===== src/rtl/mem_ctrl_pkg.sv =====
// Shared types for the data/program memory controller: channel FSM states
// and the consumer-index width helper.
package mem_ctrl_pkg;

    typedef enum logic [1:0] {
        IDLE          = 2'd0,
        READ_WAITING  = 2'd1,
        WRITE_WAITING = 2'd2,
        RELAYING      = 2'd3
    } channel_state_t;

    // Width of a consumer index; never collapses to zero bits.
    function automatic int index_bits(input int n);
        return (n > 1) ? $clog2(n) : 1;
    endfunction

endpackage


===== src/rtl/mem_request_picker.sv =====
// Lowest-index request selection for one channel; consumers in the exclusion
// mask are already being served or were claimed by a lower channel this cycle.
module mem_request_picker
    import mem_ctrl_pkg::*;
#(
    parameter int NUM_CONSUMERS = 8,
    parameter int IDX_BITS      = index_bits(NUM_CONSUMERS)
) (
    input  logic [NUM_CONSUMERS-1:0] read_valid,
    input  logic [NUM_CONSUMERS-1:0] write_valid,
    input  logic [NUM_CONSUMERS-1:0] exclude,
    output logic                     found,
    output logic [IDX_BITS-1:0]      index,
    output logic                     is_read
);

    // Scanning downward lets the lowest eligible index overwrite the rest.
    always_comb begin
        found   = 1'b0;
        index   = '0;
        is_read = 1'b0;
        for (int i = NUM_CONSUMERS - 1; i >= 0; i--) begin
            if (!exclude[i] && (read_valid[i] || write_valid[i])) begin
                found   = 1'b1;
                index   = IDX_BITS'(i);
                is_read = read_valid[i];
            end
        end
    end

endmodule


===== src/rtl/data_mem_controller.sv =====
// Arbitrates per-consumer load/store requests onto NUM_CHANNELS memory channels.
// With WRITE_ENABLE=0 the write side is tied off and it serves program memory.
module data_mem_controller
    import mem_ctrl_pkg::*;
#(
    parameter int ADDR_BITS     = 8,
    parameter int DATA_BITS     = 8,
    parameter int NUM_CONSUMERS = 8,
    parameter int NUM_CHANNELS  = 4,
    parameter int WRITE_ENABLE  = 1
) (
    input  logic                                    clk,
    input  logic                                    reset,
    input  logic [NUM_CONSUMERS-1:0]                consumer_read_valid,
    input  logic [NUM_CONSUMERS-1:0][ADDR_BITS-1:0] consumer_read_address,
    output logic [NUM_CONSUMERS-1:0]                consumer_read_ready,
    output logic [NUM_CONSUMERS-1:0][DATA_BITS-1:0] consumer_read_data,
    input  logic [NUM_CONSUMERS-1:0]                consumer_write_valid,
    input  logic [NUM_CONSUMERS-1:0][ADDR_BITS-1:0] consumer_write_address,
    input  logic [NUM_CONSUMERS-1:0][DATA_BITS-1:0] consumer_write_data,
    output logic [NUM_CONSUMERS-1:0]                consumer_write_ready,
    output logic [NUM_CHANNELS-1:0]                 mem_read_valid,
    output logic [NUM_CHANNELS-1:0][ADDR_BITS-1:0]  mem_read_address,
    input  logic [NUM_CHANNELS-1:0]                 mem_read_ready,
    input  logic [NUM_CHANNELS-1:0][DATA_BITS-1:0]  mem_read_data,
    output logic [NUM_CHANNELS-1:0]                 mem_write_valid,
    output logic [NUM_CHANNELS-1:0][ADDR_BITS-1:0]  mem_write_address,
    output logic [NUM_CHANNELS-1:0][DATA_BITS-1:0]  mem_write_data,
    input  logic [NUM_CHANNELS-1:0]                 mem_write_ready
);

    localparam int IDX_BITS = index_bits(NUM_CONSUMERS);

    channel_state_t                     state [NUM_CHANNELS];
    channel_state_t                     state_next [NUM_CHANNELS];
    logic [IDX_BITS-1:0]                current_consumer [NUM_CHANNELS];
    logic [IDX_BITS-1:0]                current_consumer_next [NUM_CHANNELS];
    logic [NUM_CHANNELS-1:0]            is_read_q, is_read_next;
    logic [NUM_CONSUMERS-1:0]           serving, serving_next;

    logic [NUM_CHANNELS-1:0]                 mrv_q, mrv_next;
    logic [NUM_CHANNELS-1:0][ADDR_BITS-1:0]  mra_q, mra_next;
    logic [NUM_CHANNELS-1:0]                 mwv_q, mwv_next;
    logic [NUM_CHANNELS-1:0][ADDR_BITS-1:0]  mwa_q, mwa_next;
    logic [NUM_CHANNELS-1:0][DATA_BITS-1:0]  mwd_q, mwd_next;
    logic [NUM_CONSUMERS-1:0]                crr_q, crr_next;
    logic [NUM_CONSUMERS-1:0][DATA_BITS-1:0] crd_q, crd_next;
    logic [NUM_CONSUMERS-1:0]                cwr_q, cwr_next;

    logic [NUM_CONSUMERS-1:0]                write_req;
    logic [NUM_CHANNELS-1:0]                 pick_grant;
    logic [NUM_CHANNELS-1:0]                 pick_is_read;
    logic [NUM_CHANNELS-1:0][IDX_BITS-1:0]   pick_index;

    assign write_req = (WRITE_ENABLE != 0) ? consumer_write_valid : '0;

    // Each channel sees the serving mask plus every consumer claimed by a
    // lower-numbered channel in this same cycle.
    for (genvar c = 0; c < NUM_CHANNELS; c++) begin : g_ch
        logic [NUM_CONSUMERS-1:0] mask_in;
        logic                     found;
        logic                     grant;
        logic                     is_read;
        logic [IDX_BITS-1:0]      index;

        if (c == 0) begin : g_first
            assign mask_in = serving;
        end else begin : g_chain
            assign mask_in = g_ch[c-1].grant
                ? (g_ch[c-1].mask_in | (NUM_CONSUMERS'(1) << g_ch[c-1].index))
                : g_ch[c-1].mask_in;
        end

        mem_request_picker #(
            .NUM_CONSUMERS (NUM_CONSUMERS),
            .IDX_BITS      (IDX_BITS)
        ) u_picker (
            .read_valid  (consumer_read_valid),
            .write_valid (write_req),
            .exclude     (mask_in),
            .found       (found),
            .index       (index),
            .is_read     (is_read)
        );

        assign grant           = found && (state[c] == IDLE);
        assign pick_grant[c]   = grant;
        assign pick_is_read[c] = is_read;
        assign pick_index[c]   = index;
    end

    always_comb begin
        state_next            = state;
        current_consumer_next = current_consumer;
        is_read_next          = is_read_q;
        serving_next          = serving;
        mrv_next              = mrv_q;
        mra_next              = mra_q;
        mwv_next              = mwv_q;
        mwa_next              = mwa_q;
        mwd_next              = mwd_q;
        crr_next              = crr_q;
        crd_next              = crd_q;
        cwr_next              = cwr_q;

        for (int c = 0; c < NUM_CHANNELS; c++) begin
            case (state[c])
                IDLE: begin
                    if (pick_grant[c]) begin
                        serving_next[pick_index[c]] = 1'b1;
                        current_consumer_next[c]    = pick_index[c];
                        is_read_next[c]             = pick_is_read[c];
                        if (pick_is_read[c]) begin
                            mrv_next[c]   = 1'b1;
                            mra_next[c]   = consumer_read_address[pick_index[c]];
                            state_next[c] = READ_WAITING;
                        end else begin
                            mwv_next[c]   = 1'b1;
                            mwa_next[c]   = consumer_write_address[pick_index[c]];
                            mwd_next[c]   = consumer_write_data[pick_index[c]];
                            state_next[c] = WRITE_WAITING;
                        end
                    end
                end
                READ_WAITING: begin
                    if (mem_read_ready[c]) begin
                        mrv_next[c]                      = 1'b0;
                        crd_next[current_consumer[c]]    = mem_read_data[c];
                        crr_next[current_consumer[c]]    = 1'b1;
                        state_next[c]                    = RELAYING;
                    end
                end
                WRITE_WAITING: begin
                    if (mem_write_ready[c]) begin
                        mwv_next[c]                      = 1'b0;
                        cwr_next[current_consumer[c]]    = 1'b1;
                        state_next[c]                    = RELAYING;
                    end
                end
                RELAYING: begin
                    if (is_read_q[c] ? !consumer_read_valid[current_consumer[c]]
                                     : !consumer_write_valid[current_consumer[c]]) begin
                        if (is_read_q[c]) crr_next[current_consumer[c]] = 1'b0;
                        else              cwr_next[current_consumer[c]] = 1'b0;
                        serving_next[current_consumer[c]] = 1'b0;
                        state_next[c]                     = IDLE;
                    end
                end
                default: state_next[c] = IDLE;
            endcase
        end
    end

    always_ff @(posedge clk) begin
        if (reset) begin
            for (int c = 0; c < NUM_CHANNELS; c++) begin
                state[c]            <= IDLE;
                current_consumer[c] <= '0;
            end
            is_read_q <= '0;
            serving   <= '0;
            mrv_q     <= '0;
            mra_q     <= '0;
            mwv_q     <= '0;
            mwa_q     <= '0;
            mwd_q     <= '0;
            crr_q     <= '0;
            crd_q     <= '0;
            cwr_q     <= '0;
        end else begin
            state            <= state_next;
            current_consumer <= current_consumer_next;
            is_read_q        <= is_read_next;
            serving          <= serving_next;
            mrv_q            <= mrv_next;
            mra_q            <= mra_next;
            mwv_q            <= mwv_next;
            mwa_q            <= mwa_next;
            mwd_q            <= mwd_next;
            crr_q            <= crr_next;
            crd_q            <= crd_next;
            cwr_q            <= cwr_next;
        end
    end

    assign mem_read_valid       = mrv_q;
    assign mem_read_address     = mra_q;
    assign consumer_read_ready  = crr_q;
    assign consumer_read_data   = crd_q;
    assign mem_write_valid      = (WRITE_ENABLE != 0) ? mwv_q : '0;
    assign mem_write_address    = (WRITE_ENABLE != 0) ? mwa_q : '0;
    assign mem_write_data       = (WRITE_ENABLE != 0) ? mwd_q : '0;
    assign consumer_write_ready = (WRITE_ENABLE != 0) ? cwr_q : '0;

endmodule


===== config.mk =====
export PLATFORM = sky130hd
export DESIGN_NAME = data_mem_controller
export DESIGN_NICKNAME = d
export VERILOG_FILES = /design/src/rtl/mem_ctrl_pkg.sv /design/src/rtl/mem_request_picker.sv /design/src/rtl/data_mem_controller.sv
export SDC_FILE = /design/constraint.sdc
export NUM_CORES = 1
export LEC_CHECK = 0
export ABC_AREA = 0
export CORE_ASPECT_RATIO = 0.7
export CORE_MARGIN = 4
export CORE_UTILIZATION = 40
export DETAILED_ROUTE_END_ITERATION = 10
export PLACE_DENSITY = 0.68
export SLEW_MARGIN = 40
export SYNTH_ARGS = -nofsm -noshare
export SYNTH_HDL_FRONTEND = slang
export SYNTH_HIERARCHICAL = 1
export SYNTH_SLANG_ARGS = --single-unit

===== constraint.sdc =====
create_clock -name clk -period 23 [get_ports clk]
set_input_delay 4.6 -clock clk [delete_from_list [all_inputs] [get_ports clk]]
set_output_delay 4.6 -clock clk [all_outputs]
set_load 0.05 [all_outputs]

==> metrics.cfg <==
[yosys]
syn_area_um2 = 18690
async_reset_ff_share_pct = 0
synth_cells = 2292
syn_nets = 2558
synth_edf_count = 0
synth_flop_cell = dfxtp_1
yosys_register_bits = 216
ys_seq_area_share_pct = 23.14
avgSynthCellArea_um2 = 8.152
ys_types = 86
ys_warn_count = 6

[global_routing]
grt_pass1_vias = 20747
grt_max_degree = 81
grt_remaining_overflow = 0
met1_usage_pct = 54.58
track_usage_pct = 37.21
grtUsageMet3_pct = 14.01
grt_pass1_wl_um = 142000
antenna_found_initial = 22
top_usage_layer = met1
grt_use_met2_pct = 49.76

[hold_path]
holdCritStartpoint = mem_write_address[12]$_SDFFE_PP0P_
hold_path.class = reg2reg

[status]
status = finished, final reports clean

[clock_tree]
cts-root-buf = clkbuf_16
hold_buffers = 0
numClockSinks = 216
htreeDepth = 1
path_clk_slew_ps = 60
cts_buffers = 26
cts_tree = done
clk_latency_ps = 580
clockBufferDepth = 3
post_cts_resized = 0
cts_setup_buffers = 0

[worst_setup_path]
cp_slowest_cell = clkdlybuf4s50_1
critical_path_arrival_ps = 14330
slowest_delay_ps = 860
reg2reg_from = g_ch[0].mask_in[1]$_SDFF_PP0_
end_kind = register
cp-startpoint = consumer_write_valid[3]
cp_max_fo = 58
critPathRequiredTime_ps = 23450
timing_worst_setup_path_type = in2reg
startpoint_type = input port

[route]
drtIter0Drc = 3559
via_per_inst = 6.948
drc = 0
dr.pass1.iters = 8
wirelength_um = 99170
num_vias = 22331
drtAntennaViolNets = 0
wl_per_cell_um = 30.86

[placed_design]
portBuffers = 433
gp_congestion = 1.016
placed_area_um2 = 23400
placed_cells = 3148
dp_hpwl_um = 73620

[timing]
fin_setup_tns_ps = 0
setup_viol = 0
fin_crit_ps = 13880
hold_violations = 0
max_slew_margin_pct = 37.62
hold-worst-slack_ps = 499.8
worst_pin_slew_ps = 933.9
maxSlewViolCount = 0
rsz0062_at_grt = false
period_share_pct = 60.34
fmax_ghz = 0.07206
finClkSkew_ps = 15.81

[power]
pwr-share-comb_pct = 69.9
p_int_mw = 1.579
p_per_area_nw_per_um2 = 139.0
switching_power_mw = 1.808
clkPwrFrac_pct = 12.9
ir_drop_mv = 0.08438
p_leak_nw = 8.354
pwr-share-seq_pct = 17.2
p_sw_share_pct = 53.38

[finish]
fin_cells = 3214
fillers = 4206
drive_gt1_share_pct = 9.340
stdcell_area_um2 = 24360
fin_nets = 2842
synthToLayoutAreaGrowth_pct = 30.37

[die]
start_util_pct = 40.95
die_y_um = 188.8
rows = 65
die_x_um = 266.3
top_level_ports = 434
dieArea_um2 = 50290
core_um2 = 45630

[job]
drv_cap = 0

## Yosys cell counts (12+ instances only)
master,count,share of area (%)
a2111oi_0,15,0.70
a211oi_1,173,7.0
a21o_1,17,0.68
a21oi_1,120,3.2
a221oi_1,71,3.3
a22oi_1,69,2.8
and2_1,12,0.40
buf_1,49,0.98
buf_2,19,0.51
clkbuf_1,150,3.0
dfxtp_1,216,23
ha_1,16,1.1
inv_1,52,1.0
mux2i_1,236,13
mux4_2,81,9.8
nand2_1,98,2.0
nand2b_1,27,0.90
nand3_1,25,0.67
nor2_1,348,7.0
nor2b_1,19,0.64
nor3_1,106,2.8
nor4_1,16,0.54
o21ai_0,34,0.91
o21bai_1,20,0.80
o221ai_1,60,2.8
o22ai_1,68,2.3
## through the flow
stage	utilization (%)	power [mW]	worst slack, ps
detailed placement	51.28	2.857	8750
global placement	51.16	2.829	9014
global route	53.39	3.522	8451
CTS	53.15	3.298	9327
finish	53.39	3.387	9122
floorplan	-	2.126	11480
## worst max-delay path, delay by kind of cell
family,cells,cell delay (ps)
AOI/OAI and AO/OA,15,3500
and+or+nand+nor,12,3820
buffers and inverters,5,2360
## metal layers
layer	up-vias	share of wire, %
met2	1801	40
met1	10804	42
met3	236	15
met4	4	3.2
met5	-	0.13
li1	9486	-
## power groups by stage
stage	clock [mW]	combinational, mW	sequential [mW]
finish	0.437	2.37	0.582
global route	0.454	2.48	0.589
floorplan	0	1.29	0.834
detailed placement	0	2.27	0.583
global placement	0	2.25	0.581
CTS	0.440	2.28	0.576
## flip-flops by register name, summed over array words and instances (netlist names)
register and count:
consumer_read_data 64, consumer_read_ready 8, consumer_write_ready 8, current_consumer 12, g_ch.mask_in 8, is_read_q 4, mem_read_address 32, mem_read_valid 4
mem_write_address 32, mem_write_data 32, mem_write_valid 4, state 8
## final cells by class
type | count | area (um2) | area share, %
Antenna cell | 20 | 50.05 | 0.2055
Timing Repair Buffer | 477 | 4695 | 19.27
Clock buffer | 36 | 758.2 | 3.113
Clock inverter | 7 | 96.34 | 0.3955
Sequential cell | 216 | 4325 | 17.76
Multi-Input combinational cell | 1803 | 13490 | 55.36
Tap cell | 603 | 754.5 | 3.097
Inverter | 52 | 195.2 | 0.8013
## cells in the final DEF, fill, tap and decap left out, drive strengths merged, types with 38 or more instances in the layout
cell	instances
o221ai	60
nor2	355
buf	45
dfxtp	216
nand2	99
a211oi	174
mux4	81
a221oi	71
o22ai	68
mux2i	236
a22oi	69
clkdlybuf4s50	432
nor3	109
a21oi	120
o21ai	38
inv	52
## path summary, 6_finish.rpt
path / to / slack [ps] / cells past startpoint
max reg2reg: g_ch[0].mask_in[5]$_SDFF_PP0_ / 13520 / 30
min reg2reg: mem_write_address[12]$_SDFFE_PP0P_ / 500 / 2
min: mem_write_address[12]$_SDFFE_PP0P_ / 500 / 2
max: g_ch[0].mask_in[5]$_SDFF_PP0_ / 9120 / 32
## cells by family after synthesis
kind of cell / count (synthesis) / synth area share (%)
multiplexers: 324 / 22.87
flip-flops: 216 / 23.14
AND/OR/NAND/NOR: 716 / 17.70
AO/OA/AOI/OAI: 747 / 29.54
adder cells (fa/ha/maj): 16 / 1.071
buffers and inverters: 273 / 5.678
No activity file was read; power rests on OpenSTA's default activity.
